File: config.mk
export PLATFORM = sky130hd
export DESIGN_NAME = edf_arbiter
export DESIGN_NICKNAME = d
export VERILOG_FILES = /design/src/rtl/edf_arbiter.sv
export SDC_FILE = /design/constraint.sdc
export NUM_CORES = 1
export LEC_CHECK = 0
export CAP_MARGIN = 40
export CORE_AREA = 2 2 236 238
export CTS_CLUSTER_SIZE = 16
export DETAILED_ROUTE_END_ITERATION = 6
export DIE_AREA = 0 0 238 240
export SLEW_MARGIN = 30
export SYNTH_ARGS = -nofsm -noshare
export SYNTH_HDL_FRONTEND = slang
export SYNTH_SLANG_ARGS = --single-unit
File: constraint.sdc
create_clock -name clk_i -period 4.9 [get_ports clk_i]
set_input_delay 0.735 -clock clk_i [delete_from_list [all_inputs] [get_ports clk_i]]
set_output_delay 0.735 -clock clk_i [all_outputs]
set_load 0.01 [all_outputs]
File: src/rtl/edf_arbiter.sv
// edf_arbiter: earliest-deadline-first pending-source selector with one-hot claim pulse
module edf_arbiter #(
  parameter int NrSrc   = 8,
  parameter int TsWidth = 64,
  parameter int IdWidth = $clog2(NrSrc)
) (
  input  logic                     clk_i,
  input  logic                     rst_ni,
  input  logic                     en_i,
  input  logic [NrSrc-1:0]         ip_i,
  input  logic [NrSrc*TsWidth-1:0] dl_i,
  output logic                     irq_o,
  output logic [IdWidth-1:0]       irq_id_o,
  output logic [TsWidth-1:0]       irq_dl_o,
  input  logic                     irq_ack_i,
  output logic [NrSrc-1:0]         claim_o,
  output logic                     busy_o
);
  typedef enum logic [1:0] {IDLE, SCAN, PRESENT} state_e;
  state_e state_q, state_d;
  logic [NrSrc-1:0] snap_q, snap_d, claim_q, claim_d;
  logic [IdWidth-1:0] idx_q, idx_d, best_id_q, best_id_d, id_q, id_d;
  logic [TsWidth-1:0] best_dl_q, best_dl_d, dl_q, dl_d, cur_dl;
  logic found_q, found_d, take, last, hit;
  assign cur_dl = dl_i[idx_q*TsWidth +: TsWidth];
  assign take = ip_i[idx_q] && (!found_q || cur_dl < best_dl_q);
  assign last = idx_q == IdWidth'(NrSrc-1);
  assign hit = irq_ack_i && ip_i[id_q];
  always_comb begin
    state_d = state_q;
    snap_d = snap_q;
    idx_d = idx_q;
    found_d = found_q;
    best_id_d = best_id_q;
    best_dl_d = best_dl_q;
    id_d = id_q;
    dl_d = dl_q;
    claim_d = '0;
    if (!en_i) state_d = IDLE;
    else if (state_q == IDLE) begin
      if (|ip_i) begin
        state_d = SCAN;
        snap_d = ip_i;
        idx_d = '0;
        found_d = 1'b0;
      end
    end else if (state_q == SCAN) begin
      found_d = found_q | ip_i[idx_q];
      best_id_d = take ? idx_q : best_id_q;
      best_dl_d = take ? cur_dl : best_dl_q;
      idx_d = idx_q + 1'b1;
      if (last) begin
        state_d = found_d ? PRESENT : IDLE;
        id_d = found_d ? best_id_d : id_q;
        dl_d = found_d ? best_dl_d : dl_q;
      end
    end else if (state_q == PRESENT) begin
      if (hit) begin
        claim_d[id_q] = 1'b1;
        state_d = IDLE;
      end else if (ip_i != snap_q) begin
        state_d = SCAN;
        snap_d = ip_i;
        idx_d = '0;
        found_d = 1'b0;
      end
    end else state_d = IDLE;
  end
  always_ff @(posedge clk_i or negedge rst_ni) begin
    if (!rst_ni) begin
      state_q <= IDLE;
      snap_q <= '0;
      idx_q <= '0;
      found_q <= 1'b0;
      best_id_q <= '0;
      best_dl_q <= '0;
      id_q <= '0;
      dl_q <= '0;
      claim_q <= '0;
    end else begin
      state_q <= state_d;
      snap_q <= snap_d;
      idx_q <= idx_d;
      found_q <= found_d;
      best_id_q <= best_id_d;
      best_dl_q <= best_dl_d;
      id_q <= id_d;
      dl_q <= dl_d;
      claim_q <= claim_d;
    end
  end
  assign irq_o = state_q == PRESENT;
  assign busy_o = state_q == SCAN;
  assign irq_id_o = id_q;
  assign irq_dl_o = dl_q;
  assign claim_o = claim_q;
endmodule

==> results of run 1 <==
==> layout make-up <==
cell class              count  area share
diodes                      3   0.0003649
clock buffers              23     0.02323
clock inverters             7    0.004440
inverters                  75     0.01375
multi-input cells         899      0.4019
flip-flops and latches    156      0.1903
well taps                 704     0.04282
repair buffers            652      0.3232
==> layout by cell type, fill, tap and decap left out, drive strengths merged, types with 2 or more instances in the layout <==
| cell | count |
|---|---|
| a2111o | 2 |
| nor3 | 63 |
| xnor2 | 8 |
| a311oi | 3 |
| a2111oi | 2 |
| ha | 68 |
| a31oi | 3 |
| o21ai | 19 |
| o311a | 60 |
| clkbuf | 23 |
| mux4 | 131 |
| bufinv | 2 |
| nor2 | 24 |
| nand2b | 62 |
| nand3 | 72 |
| clkdlybuf4s50 | 599 |
| nor4 | 7 |
| diode | 3 |
| mux2 | 75 |
| o21a | 5 |
| dfrtp | 156 |
| mux2i | 7 |
| nor2b | 4 |
| o211ai | 6 |
| inv | 74 |
| a221oi | 2 |
| nand4 | 12 |
| o2111ai | 2 |
| a221o | 2 |
| nand2 | 217 |
| or3 | 2 |
| a21oi | 21 |
| a211oi | 7 |
| buf | 53 |
| clkinv | 5 |
==> cells in the mapped netlist (2+ instances only) <==
cell	n	area share
a2111o_1	2	0.0018
a2111oi_0	2	0.0014
a211oi_1	7	0.0041
a21oi_1	21	0.0082
a221o_1	2	0.0016
a221oi_1	2	0.0014
a311oi_1	3	0.0021
a31oi_1	3	0.0015
buf_1	34	0.010
buf_2	3	0.0012
buf_6	5	0.0044
clkbuf_1	61	0.018
dfrtp_1	156	0.30
ha_1	68	0.066
inv_1	74	0.022
mux2_2	48	0.042
mux2_4	27	0.032
mux2i_1	7	0.0055
mux4_2	131	0.23
nand2_1	217	0.064
nand2b_1	62	0.030
nand3_1	72	0.028
nand4_1	12	0.0059
nor2_1	24	0.0070
nor2b_1	4	0.0020
nor3_1	62	0.024
nor4_1	7	0.0034
o2111ai_1	2	0.0014
o211ai_1	6	0.0035
o21a_1	5	0.0029
o21ai_0	17	0.0066
o21ai_1	2	0.00078
o311a_1	60	0.047
or3_1	2	0.00098
xnor2_1	8	0.0055
==> worst max-delay path, stage by stage (launching register included) <==
cell and delay (ps):
dfrtp_4 490, buf_12 280, buf_4 270, mux4_2 520
nand2_1 80, nand2_1 130, ha_1 360, nand4_1 100
nor4_1 320, buf_4 190, nand2_1 100, a211oi_2 300
buf_4 180, o21a_1 200, or3_4 250, buf_12 210
mux2_2 360
==> metrics by stage <==
| stage | cells | hold WS (ps) | TNS, ps | setup slack (ps) |
|---|---|---|---|---|
| finish | 2519 | 306.3 | 0 | 357.5 |
| global route | 2517 | 352.2 | 0 | 0.3229 |
| CTS | 2516 | 330.0 | 0 | 50.91 |
| detailed placement | 2486 | 496.9 | -3355 | -92.31 |
| global placement | 2486 | 497.1 | -7294 | -113.5 |
| floorplan | 1233 | 439.4 | 0 | 361.7 |
==> worst paths after layout <==
check | startpoint | end | cells after the start | slack [ps]
setup reg to reg | idx_q[0] | best_dl_q[35] | 16 | 360
max in group asynchronous | rst_ni | idx_q[0] | 2 | 3580
hold / removal | rst_ni | irq_dl_o[34] | 1 | 310
min in group clk_i | best_dl_q[0] | best_dl_q[0] | 1 | 520
setup / recovery | idx_q[0] | best_dl_q[35] | 16 | 360
hold reg to reg | best_dl_q[0] | best_dl_q[0] | 1 | 520
==> metal layers <==
layer	routed length [microns]	vias to the layer above
li1	-	5772
met1	20640	6053
met2	26410	532
met3	4492	92
met4	2033	6
met5	44	-
==> logic make-up after synthesis <==
kind of cell    count (synthesis)
simple gates                  467
flops                         156
mux                           213
compound gates                143
buf+inv                       178
fa+ha+maj                      68
xor+xnor                        8
==> where the power goes <==
part / internal (mW) / switching, mW / total (mW)
logic: 1.35 / 1.12 / 2.47
clock network: 0.782 / 0.550 / 1.33
registers: 1.57 / 0.230 / 1.80
==> sequential cells by signal (all words and copies together), names as in the netlist <==
register / flops
best_dl_q: 64
irq_dl_o: 64
claim_o: 8
snap_q: 8
best_id_q: 3
idx_q: 3
irq_id_o: 3
state_q: 2
found_q: 1
==> timing repair <==
item,CTS,global route
endpoints found under the setup margin,0,117
buffers inserted,0,0
endpoints found under the hold margin,0,0
resized for setup,0,1
==> flow_summary.toml, run 1 <==
[status]
status = "finished, final reports clean"

[timing]
rsz0062_at_grt = "false"
clock.fmax_mhz = 220.1
fin_skew_ps = 18.56
period_share = 0.9270
slew_viol_final = 0
maxSlewHeadroom = 0.4794
hold_viol = 0
post-route-min-period_ps = 4542
tightest_slew_ps = 780.9
setup_viol = 0

[global_route]
grt_pass1_wl_microns = 78760
met1_usage = 0.2027
grt_usage = 0.1837
grt_use_met2 = 0.3244
grtUsageMet3 = 0.05741
antenna_found_initial = 7
grt_pass1_vias = 13370
top_usage_layer = "met2"
grt_max_degree = 84
gr-total-overflow = 0

[synth]
synthArstFlopShare = 1.000
synth_seq_cells = 156
ys_seq_area_frac = 0.3046
yosysWarnings = 0
synth_enable_flop_cells = 0
synth_mux_area_frac = 0.3094
syn_inst = 1233
synth_compound_area_frac = 0.09020
synth-simple-area-share = 0.1686
synth_top_family_by_area = "multiplexers"
yosys_most_used_dff = "dfrtp_1"
syn_nets = 1825
synthAdderAreaFrac = 0.06638
ys_types = 50
syn_area_sq_um = 12820
synth_xor_area_frac = 0.005467
synth.avg_cell_area_sq_um = 10.40

[placed_design]
routabilityCongestion = 0.8455
io_buffer_count = 600
place_hpwl_microns = 42610
placed_area_sq_um = 19990

[route]
drc_errors = 0
ant_nets = 0
initialDrtViolationCount = 607
wl_per_cell_microns = 21.28
vias_per_cell = 4.944
dr.pass1.iters = 5
num_vias = 12460
wl_microns = 53610

[clock_tree]
insertion_delay_ps = 460
clkSlewWorstSetupHoldPaths_ps = 60
h-tree-depth = 4
cts_sinks = 156
ctsRootBufferMaster = "clkbuf_16"
cts_made_buffers = 17
cts_max_path_buffers = 2
hold_buffers = 0
cts_tree = "built"

[floorplan]
start_util = 0.2345
die-area_sq_um = 57120
die_y_microns = 240
core.rowCount = 86
ios = 601
die_w_microns = 238
core_sq_um = 54660

[critical_path]
crit_arrival_ps = 4870
worstSetupPathType = "reg -> reg"
crit_path_max_fanout = 31
cp-start-kind = "flip-flop"
critPathCaptureType = "flip-flop"
cp_data_required_time_ps = 5230

[pwr]
p_leak_nw = 8.377
total_power_mw = 5.609
powerDensity_nw_per_um2 = 272.7
ir_worst_vdd_mv = 0.2348

[finish]
ff_latch_area_sq_um = 3915
fin_util = 0.3763
nFillCells = 5355
multiInputGateArea_sq_um = 8268
syn2layout_area_growth_pct = 60.49
design_area_sq_um = 20570
drive_gt1_frac = 0.1639
nets = 2393

[hold_path]
hp-class = "in -> async"

[run]
maxCapViolCount = 0
Note: power is estimated with default switching activity, not from simulation.
==> run 2, diff against run 1 <==
--- a/config.mk
+++ b/config.mk
@@ -5,11 +5,12 @@
 export SDC_FILE = /design/constraint.sdc
 export NUM_CORES = 1
 export LEC_CHECK = 0
+export ABC_AREA = 1
 export CAP_MARGIN = 40
-export CORE_AREA = 2 2 236 238
+export CORE_AREA = 2 2 237 239
 export CTS_CLUSTER_SIZE = 16
 export DETAILED_ROUTE_END_ITERATION = 6
-export DIE_AREA = 0 0 238 240
+export DIE_AREA = 0 0 239 241
 export SLEW_MARGIN = 30
 export SYNTH_ARGS = -nofsm -noshare
 export SYNTH_HDL_FRONTEND = slang
==> run 2 against run 1 <==
Compared with the run above:
- sequential power hardly changed
- final area rose by 0.47%
- routed wire length rose by 14%
- setup slack improved by 270 ps
- utilization hardly changed
- synthesized cell count up 71%
- first-iteration DRC count grew 66%
- via count is 32% higher
- largest cell class unchanged
==> flow_summary.toml, run 2 <==
[synth]
synth_top_family_by_area = "simple AND/OR/NAND/NOR gates"
yosysMostFrequentCell = "nand2_1"
yosys-top-cells-area = "dfrtp_1 (30%), nand2_1 (13%), o21ai_0 (13%), nand3_1 (8.1%), nor2_1 (7.7%)"
netlist_top_cells_count = "nand2_1 (448), o21ai_0 (335), nor2_1 (272), inv_1 (226), nand3_1 (213)"
syn_nets = 2706
yosysTopAreaCellShare = 0.2952
synth_mux_area_frac = 0.002554
synth_compound_area_frac = 0.2116
synthArstFlopShare = 1.000
ys_seq_area_frac = 0.2952
yosysTopAreaCell = "dfrtp_1"
synth_enable_flop_cells = 0
ys_types = 35
syn_inst = 2114
synth_seq_cells = 156
yosysWarnings = 0
syn_area_sq_um = 13230
synth.avg_cell_area_sq_um = 6.256
synth-simple-area-share = 0.3078
yosys_most_used_dff = "dfrtp_1"
synthAdderAreaFrac = 0.06433
synth_xor_area_frac = 0.005298

[timing]
fin_skew_ps = 15.13
rsz0062_at_grt = "false"
timing.final.ws_setup_ps = 627.1
slew_viol_final = 0
fin_hold_ws_ps = 174.8
maxSlewHeadroom = 0.4787
period_share = 0.8720
clock.fmax_mhz = 234.0
tns_ps = 0
post-route-min-period_ps = 4273
setup_viol = 0
tightest_slew_ps = 781.9
hold_viol = 0

[route]
num_vias = 16430
ant_nets = 0
drc_errors = 0
wl_microns = 61280
dr.pass1.iters = 6
wl_per_cell_microns = 18.31
vias_per_cell = 4.909
initialDrtViolationCount = 1007

[run]
maxCapViolCount = 0

[global_route]
grt_max_degree = 143
grt_pass1_wl_microns = 92160
antenna_found_initial = 3
grt_usage = 0.2070
grt_pass1_vias = 16450
gr-total-overflow = 0

[finish]
layout_commonest_cell = "clkdlybuf4s50_1"
nets = 3221
design_area_sq_um = 20670
drive_gt1_frac = 0.04317
fin_util = 0.3766
fin_cells = 3347
final_cell_mix = "clkdlybuf4s50_1 (599), nand2_1 (447), o21ai_0 (335)"
syn2layout_area_growth_pct = 56.27

[floorplan]
die-area_sq_um = 57600
start_util = 0.2410
ios = 601
die_w_microns = 239
core.rowCount = 86
core_sq_um = 54880
die_y_microns = 241

[critical_path]
crit_arrival_ps = 4610
crit_start = "idx_q[1]"
cp_data_required_time_ps = 5240
crit_path_max_fanout = 67
worstSetupPathType = "reg -> reg"
reg2reg_from = "idx_q[1]"
cp-start-kind = "flip-flop"
critPathCaptureType = "flip-flop"
r2r_setup_slack_ps = 630

[placed_design]
place_hpwl_microns = 47090
dpl_worst_slack_ps = 184.1
dp_cells = 3314
io_buffer_count = 600
routabilityCongestion = 0.8918
placed_area_sq_um = 20100

[clock_tree]
cts_tree = "built"
cts_max_path_buffers = 2
insertion_delay_ps = 450
cts_sinks = 156
cts_made_buffers = 17
cts_setup_buffers = 0
ctsRootBufferMaster = "clkbuf_16"
h-tree-depth = 4
clkSlewWorstSetupHoldPaths_ps = 70

[hold_path]
hp-class = "in -> async"

[pwr]
powerDensity_nw_per_um2 = 316.5
ir_worst_vdd_mv = 0.2692
p_leak_nw = 9.788
total_power_mw = 6.541

[status]
status = "finished, final reports clean"
run 2: changes by cell type after synthesis, sizes merged, moves of 58 or more:
cell    previous run  this run
o21ai             19       336
nand2            217       470
nor2              24       272
inv               75       228
nand3             72       213
mux4             131         0
o22ai              0       126
mux2              75         3
nand2b            62         0
o311a             60         0
nor3              63         5
run 2: power by group:
part | internal [mW] | total [mW] | switching [mW]
sequential | 1.60 | 1.78 | 0.177
clock | 0.722 | 1.30 | 0.577
combinational | 1.43 | 3.47 | 2.04
total | 3.75 | 6.54 | 2.79
run 2: worst paths after layout:
| check | end | cells after the start |
|---|---|---|
| hold reg to reg | best_dl_q[42] | 2 |
| min in group clk_i | best_dl_q[42] | 2 |
| setup / recovery | irq_dl_o[28] | 23 |
| hold / removal | idx_q[2] | 1 |
| setup reg to reg | irq_dl_o[28] | 23 |
| max in group asynchronous | irq_dl_o[36] | 2 |
run 2: layer usage:
metal / wire length (microns) / vias to the layer above / global-route usage
met1: 25520 / 7691 / 0.2464
met5: 10 / - / 0
met2: 29530 / 581 / 0.3590
met3: 3823 / 100 / 0.03969
met4: 2395 / 2 / 0.09811
li1: - / 8055 / -
run 2: kinds of logic (layout without fill, tap and decap cells):
group                    after synthesis  count (layout)
other                                  0               2
AO/OA/AOI/OAI                        517             517
flip-flops                           156             156
XOR/XNOR                               8               8
buffers and inverters                380             907
adder cells (fa/ha/maj)               68              68
AND/OR/NAND/NOR                      982             982
multiplexers                           3               3
run 2: repair_timing:
item	CTS	global route
hold buffers	0	0
gates resized for setup	0	3
endpoints found under the setup margin	0	134
run 2: cell type report:
class                   count  area (sq um)
fillers                  5798         34210
multi-input cells        1578          7870
repair buffers            647          6578
flip-flops and latches    156          3911
well taps                 704         880.8
inverters                 229         870.8
clock buffers              21         460.4
clock inverters            10         91.34
diodes                      2         5.005
run 2: worst max-delay path, stage by stage (launching register included):
cell and delay [ps]:
dfrtp_4 600, inv_4 300, buf_12 270, buf_4 260
o21ai_0 100, o22ai_1 170, inv_1 60, o21ai_0 250
ha_1 200, a21oi_1 60, nand3b_1 150, a21oi_1 240
a2111oi_2 60, nand2_1 130, nand2_1 70, nand2_1 120
nand2_1 60, nand2_1 100, nand2_4 90, nand2_4 80
buf_4 330, nand2_1 140, nand3_1 100, nand2_1 70
==> patch 1: new RTL, config.mk and constraints of run 2 <==
Register the output `irq_dl_o` once more, cleared by the reset; this adds one clock of latency there. The other outputs are not delayed to match.
--- a/src/rtl/edf_arbiter.sv
+++ b/src/rtl/edf_arbiter.sv
@@ -93,5 +93,11 @@
   assign busy_o = state_q == SCAN;
   assign irq_id_o = id_q;
-  assign irq_dl_o = dl_q;
+  always_ff @(posedge clk_i or negedge rst_ni) begin
+    if (!rst_ni) begin
+      irq_dl_o <= '0;
+    end else begin
+      irq_dl_o <= dl_q;
+    end
+  end
   assign claim_o = claim_q;
 endmodule
Behaviour: same outputs for any inputs over 4 cycles, from zero or initial values and one cycle with rst_ni low; that may be too few to reach the edited logic, so the function may still have changed.
==> patch 1 against run 2 <==
Sequential cell count rose by 64; global-route usage rose by 0.81 points; count of clock-buffer cells in the layout rose by 17; setup slack got worse by 0.050 ns; synthesized cell count rose by 3.2%; wire length rose by 5.8%; cell area rose by 9.2%; non-clock buffer count fell by 7; synthesized area rose by 12%; first-iteration DRC count rose by 18%; sequential power rose by 28%; power rose by 9.5%.
==> patch 1: results (changes against run 2) <==
| Metric | Value |
|---|---|
| WHS | 0.0445 ns (was 0.175 ns) |
| Worst r2r src | idx_q[0]$_DFFE_PN0P_ (was idx_q[1]$_DFFE_PN0P_) |
| Pleak | 10.8 nW (was 9.79 nW) |
| Mapped Nets | 2773 (was 2706) |
| Mux contribution to synthesized area | 0% (was 0.255%) |
| Layout fillers | 5527 (was 5798) |
| Fin crit share | 88.2% (was 87.2%) |
| Vias in the first global route | 16600 (was 16400) |
| Initial drt markers | 1184 (was 1007) |
| Netlist cell types | 36 (was 35) |
| R2r setup slk | 0.58 ns (was 0.63 ns) |
| XOR/XNOR Fraction of Synth Area | 0.355% (was 0.530%) |
| Inserted Clock Buffers | 27 (was 17) |
| Clk_lat worst skew | 0.55 ns (was 0.45 ns) |
| Synth Area in Adders | 5.75% (was 6.43%) |
| Clock Power | 0.00209 W (was 0.00130 W) |
| DRT met1 WL | 27.6 mm (was 25.5 mm) |
| Global Route Usage Sum | 21.5% (was 20.7%) |
| Worst path arrival time | 4.75 ns (was 4.61 ns) |
| Initial antenna violation count | 4 (was 3) |
| Nets | 3293 (was 3221) |
| Mean Syn Cell Area | 6.78 um^2 (was 6.26 um^2) |
| Largest net degree at the start of global routing | 131 (was 143) |
| Total number of vias | 17000 (was 16400) |
| Place WS | 0.307 ns (was 0.184 ns) |
| Synth area leaders | dfrtp_1 37%, nand2_1 12%, o21ai_0 9.8% (was dfrtp_1 30%, nand2_1 13%, o21ai_0 13%) |
| Synth Area in Compound Gates | 19.1% (was 21.2%) |
| Synth top cells by count | 468 x nand2_1, 291 x o21ai_0, 269 x nor2_1 (was 448 x nand2_1, 335 x o21ai_0, 272 x nor2_1) |
| H-tree lvl count | 1 (was 4) |
| Least-Margin Pin Slew | 0.686 ns (was 0.782 ns) |
| Clock buffer depth | 3 (was 2) |
| Overall routed net length | 64.8 mm (was 61.3 mm) |
| VDD IR-drop max | 234 uV (was 269 uV) |
| Routability cong. | 0.924 (was 0.892) |
| First-pass DRT Iterations | 5 (was 6) |
| Post-Route Skew | 0.0200 ns (was 0.0151 ns) |
| Sequential area share after synthesis | 37.2% (was 29.5%) |
| Status | complete, no violations (unchanged) |
| DP Area | 0.0216 mm^2 (was 0.0201 mm^2) |
| Net load switching power | 0.00258 W (was 0.00279 W) |
| Register share of total power | 31.8% (was 27.1%) |
| Vias/cell | 4.96 (was 4.91) |
| Root Buffer | clkbuf_16 (unchanged) |
| Inst Count DP | 3373 (was 3314) |
| DR top layer | met5 (unchanged) |
| Total Power | 0.00716 W (was 0.00654 W) |
| First-pass GRT wire length | 96.6 mm (was 92.2 mm) |
| CTS resizes | 0 (unchanged) |
| Metal2 WL | 31.4 mm (was 29.5 mm) |
| Layout cells sized above 1 | 3.71% (was 4.32%) |
| DR WL met3 | 4.37 mm (was 3.82 mm) |
| Worst-path maximum fanout | 102 (was 67) |
| Post-DP HPWL | 47.8 mm (was 47.1 mm) |
patch 1: cell count changes in the layout (fill, tap and decap cells not counted), sizes merged, moves of 3 or more:
cell	change
a21oi	-3
buf	-7
clkbuf	+17
clkinv	-3
dfrtp	+64
inv	+3
mux2	-3
nand3	+9
nor2	-3
nor4	-6
patch 1: critical path, cell delays in order (launching register included):
cell	delay, ns
dfrtp_4	0.62
inv_16	0.33
buf_12	0.26
o21ai_0	0.11
o22ai_1	0.22
inv_1	0.07
o21ai_1	0.20
ha_1	0.19
nand4_1	0.14
nor3_1	0.32
nand2_1	0.16
nor4b_1	0.33
buf_4	0.17
nand2_1	0.05
nand2_1	0.10
nand2_4	0.08
nand2_4	0.08
buf_4	0.38
nand2_1	0.15
nand3_1	0.10
nand2_1	0.05
patch 1: worst paths after layout:
path | end | depth (start not counted)
setup / recovery | dl_q[36]$_DFFE_PN0P_ | 20
hold / removal | claim_o[7]$_DFF_PN0_ | 1
setup reg to reg | dl_q[36]$_DFFE_PN0P_ | 20
hold reg to reg | irq_dl_o[48]$_DFF_PN0_ | 0
max in group asynchronous | dl_q[62]$_DFFE_PN0P_ | 3
min in group clk_i | irq_dl_o[48]$_DFF_PN0_ | 0
patch 1: layer usage:
metal / vias to the layer above / global-route usage, %
met5: - / 0
met4: 2 / 5.53
met3: 87 / 3.40
met2: 618 / 36.8
met1: 8013 / 28.2
li1: 8274 / -
patch 1: final cells by class:
type / count / area (um^2) / area share, %
Antenna cell: 3 / 7.51 / 0.0333
Clock inverter: 9 / 129 / 0.571
Tap cell: 704 / 881 / 3.90
Timing Repair Buffer: 640 / 6540 / 29.0
Multi-Input combinational cell: 1580 / 7820 / 34.6
Clock buffer: 38 / 797 / 3.53
Inverter: 232 / 892 / 3.95
Sequential cell: 220 / 5510 / 24.4
==> patch 2: new RTL, flow settings as in run 2 <==
Made on the original files. Change the parameter `NrSrc` from 8 to 4.
--- a/src/rtl/edf_arbiter.sv
+++ b/src/rtl/edf_arbiter.sv
@@ -1,5 +1,5 @@
 // edf_arbiter: earliest-deadline-first pending-source selector with one-hot claim pulse
 module edf_arbiter #(
-  parameter int NrSrc   = 8,
+  parameter int NrSrc   = 4,
   parameter int TsWidth = 64,
   parameter int IdWidth = $clog2(NrSrc)
Interface: changed (resized claim_o, dl_i, ip_i and irq_id_o); port bits go from 601 to 336. No check against the original RTL was run, so the function may have changed too.
==> patch 2 against run 2 <==
Worst hold slack lost 0.085 ns; setup slack got worse by 0.058 ns; synthesized area shrank 23%; wire length fell by 35%; die area unchanged; sequential share of layout area increased by 5.4 points; sequential cell count down 11; cell count down 26%; maximum frequency shrank 1.3%; first-iteration DRC count is 31% lower; cell area fell by 28%; power shrank 19%.
==> patch 2: results (changes against run 2) <==
| Metric | Value |
|---|---|
| Avg WL per Cell | 16.1 um (was 18.3 um) |
| Register share of total power | 30.4% (was 27.1%) |
| Port bufs | 335 (was 600) |
| Worst path arrival time | 4.69 ns (was 4.61 ns) |
| First-pass DRT Iterations | 5 (was 6) |
| Async S/R FF share, synth | 100% (unchanged) |
| Synth top cells by count | 583 x nand2_1, 210 x nand3_1, 147 x inv_1 (was 448 x nand2_1, 335 x o21ai_0, 272 x nor2_1) |
| Global Route Usage Sum | 13.9% (was 20.7%) |
| Routability cong. | 0.824 (was 0.892) |
| Sequential area share after synthesis | 35.8% (was 29.5%) |
| Status | complete, no violations (unchanged) |
| VDD IR-drop max | 280 uV (was 269 uV) |
| Clk_lat worst skew | 0.48 ns (was 0.45 ns) |
| Vias/cell | 4.45 (was 4.91) |
| Pleak | 7.35 nW (was 9.79 nW) |
| Layout cells sized above 1 | 3.83% (was 4.32%) |
| First-pass GRT wire length | 60.8 mm (was 92.2 mm) |
| Synth area leaders | dfrtp_1 36%, nand2_1 22%, nand3_1 10% (was dfrtp_1 30%, nand2_1 13%, o21ai_0 13%) |
| Worst r2r src | idx_q[0]$_DFFE_PN0P_ (was idx_q[1]$_DFFE_PN0P_) |
| Netlist cell types | 34 (was 35) |
| Net load switching power | 0.00209 W (was 0.00279 W) |
| R2R depth | 19 (was 23) |
| Post-Route Skew | 0.0114 ns (was 0.0151 ns) |
| Mux contribution to synthesized area | 0.210% (was 0.255%) |
| Synth Area in Compound Gates | 12.1% (was 21.2%) |
| Top delay family on crit path | simple AND/OR/NAND/NOR gates (was buffers and inverters) |
| Yosys top cell area share | 35.8% (was 29.5%) |
| Slowest stage delay, CP | 0.51 ns (was 0.60 ns) |
| PwrDens | 356 mW/mm^2 (was 316 mW/mm^2) |
| Worst rel slew slack | 52.4% (was 47.9%) |
| R2r setup slk | 0.57 ns (was 0.63 ns) |
| Logic power comb | 0.00231 W (was 0.00347 W) |
| GR Layer Usage met2 | 24.3% (was 35.9%) |
| Initial drt markers | 692 (was 1007) |
| Met1 Usage GRT | 16.3% (was 24.6%) |
| Met3 Use GR | 3.50% (was 3.97%) |
| XOR/XNOR Fraction of Synth Area | 0.259% (was 0.530%) |
| Post-DP HPWL | 28.5 mm (was 47.1 mm) |
| Top FF cell, synth | dfrtp_1 (unchanged) |
| Worst-path maximum fanout | 61 (was 67) |
| Vias in the first global route | 10900 (was 16400) |
| Mapped Nets | 1808 (was 2706) |
| R2R Path End | irq_dl_o[53]$_DFFE_PN0P_ (was irq_dl_o[28]$_DFFE_PN0P_) |
| Synth Area in Adders | 8.27% (was 6.43%) |
| Nets | 2094 (was 3221) |
| Inserted Clock Buffers | 17 (unchanged) |
| Largest net degree at the start of global routing | 131 (was 143) |
-- patch 2: changes by cell type after synthesis, sizes merged, moves of 5 or more --
cell | before | now
o21ai | 336 | 14
nor2 | 272 | 14
o22ai | 126 | 1
nand2 | 470 | 583
inv | 228 | 150
a32oi | 0 | 63
a21oi | 39 | 99
clkbuf | 111 | 63
buf | 40 | 28
dfrtp | 156 | 145
nor4 | 11 | 4
xnor2 | 6 | 1
-- patch 2: per-stage QoR --
| stage | std cells | hold slack [ns] | area [um^2] | setup WS, ns |
|---|---|---|---|---|
| floorplan | 1477 | 0.439 | 10100 | 1.78 |
| global placement | 2444 | 0.461 | 14200 | 0.137 |
| detailed placement | 2445 | 0.465 | 14200 | 0.0332 |
| CTS | 2477 | 0.291 | 14900 | 0.00821 |
| global route | 2480 | 0.0724 | 14900 | 0.0130 |
| finish | 2481 | 0.0901 | 14900 | 0.569 |
-- patch 2: final cells by class --
type                    instances  area [um^2]
clock inverters                 9          130
diodes                          1         2.50
multi-input cells            1091         5590
fillers                      5969        39900
repair buffers                358         3660
well taps                     704          881
flip-flops and latches        145         3630
clock buffers                  23          478
inverters                     150          571
-- patch 2: metal layers --
layer | share of wire [%] | wire length, um
met5 | 0.068 | 27
met4 | 1.9 | 744
met3 | 6.4 | 2550
met2 | 48 | 19300
met1 | 43 | 17300
-- patch 2: worst register-to-register path: cells and delay by family, from the launching register on --
family,cells,cell delay [ns]
AOI/OAI and AO/OA,1,0.33
DFF,1,0.51
buffers and inverters,4,1.10
and+or+nand+nor,13,2.09
adders and majority gates,1,0.20
-- patch 2: logic make-up (layout without fill, tap and decap cells) --
| family | Yosys count | count (layout) |
|---|---|---|
| mux | 2 | 2 |
| buf+inv | 241 | 540 |
| fa+ha+maj | 67 | 67 |
| compound gates | 190 | 190 |
| other cells | 0 | 1 |
| flops | 145 | 145 |
| xor+xnor | 3 | 3 |
| simple gates | 829 | 829 |
-- patch 2: how the worst max path moves through the flow --
stage	start	endpoint	slack, ns	cells past startpoint
floorplan	idx_q[0]$_DFFE_PN0P_	best_dl_q[47]$_DFFE_PN0P_	1.78	22
global placement	idx_q[0]$_DFFE_PN0P_	irq_dl_o[55]$_DFFE_PN0P_	0.14	19
detailed placement	idx_q[0]$_DFFE_PN0P_	irq_dl_o[52]$_DFFE_PN0P_	0.03	19
CTS	idx_q[0]$_DFFE_PN0P_	irq_dl_o[53]$_DFFE_PN0P_	0.008	19
global route	idx_q[0]$_DFFE_PN0P_	irq_dl_o[54]$_DFFE_PN0P_	0.01	19
finish	idx_q[0]$_DFFE_PN0P_	irq_dl_o[53]$_DFFE_PN0P_	0.57	19
-- patch 2: repair_timing --
| action | CTS | global route |
|---|---|---|
| resized for setup | 0 | 2 |
| endpoints found under the hold margin | 0 | 0 |
| endpoints found under the setup margin | 0 | 94 |
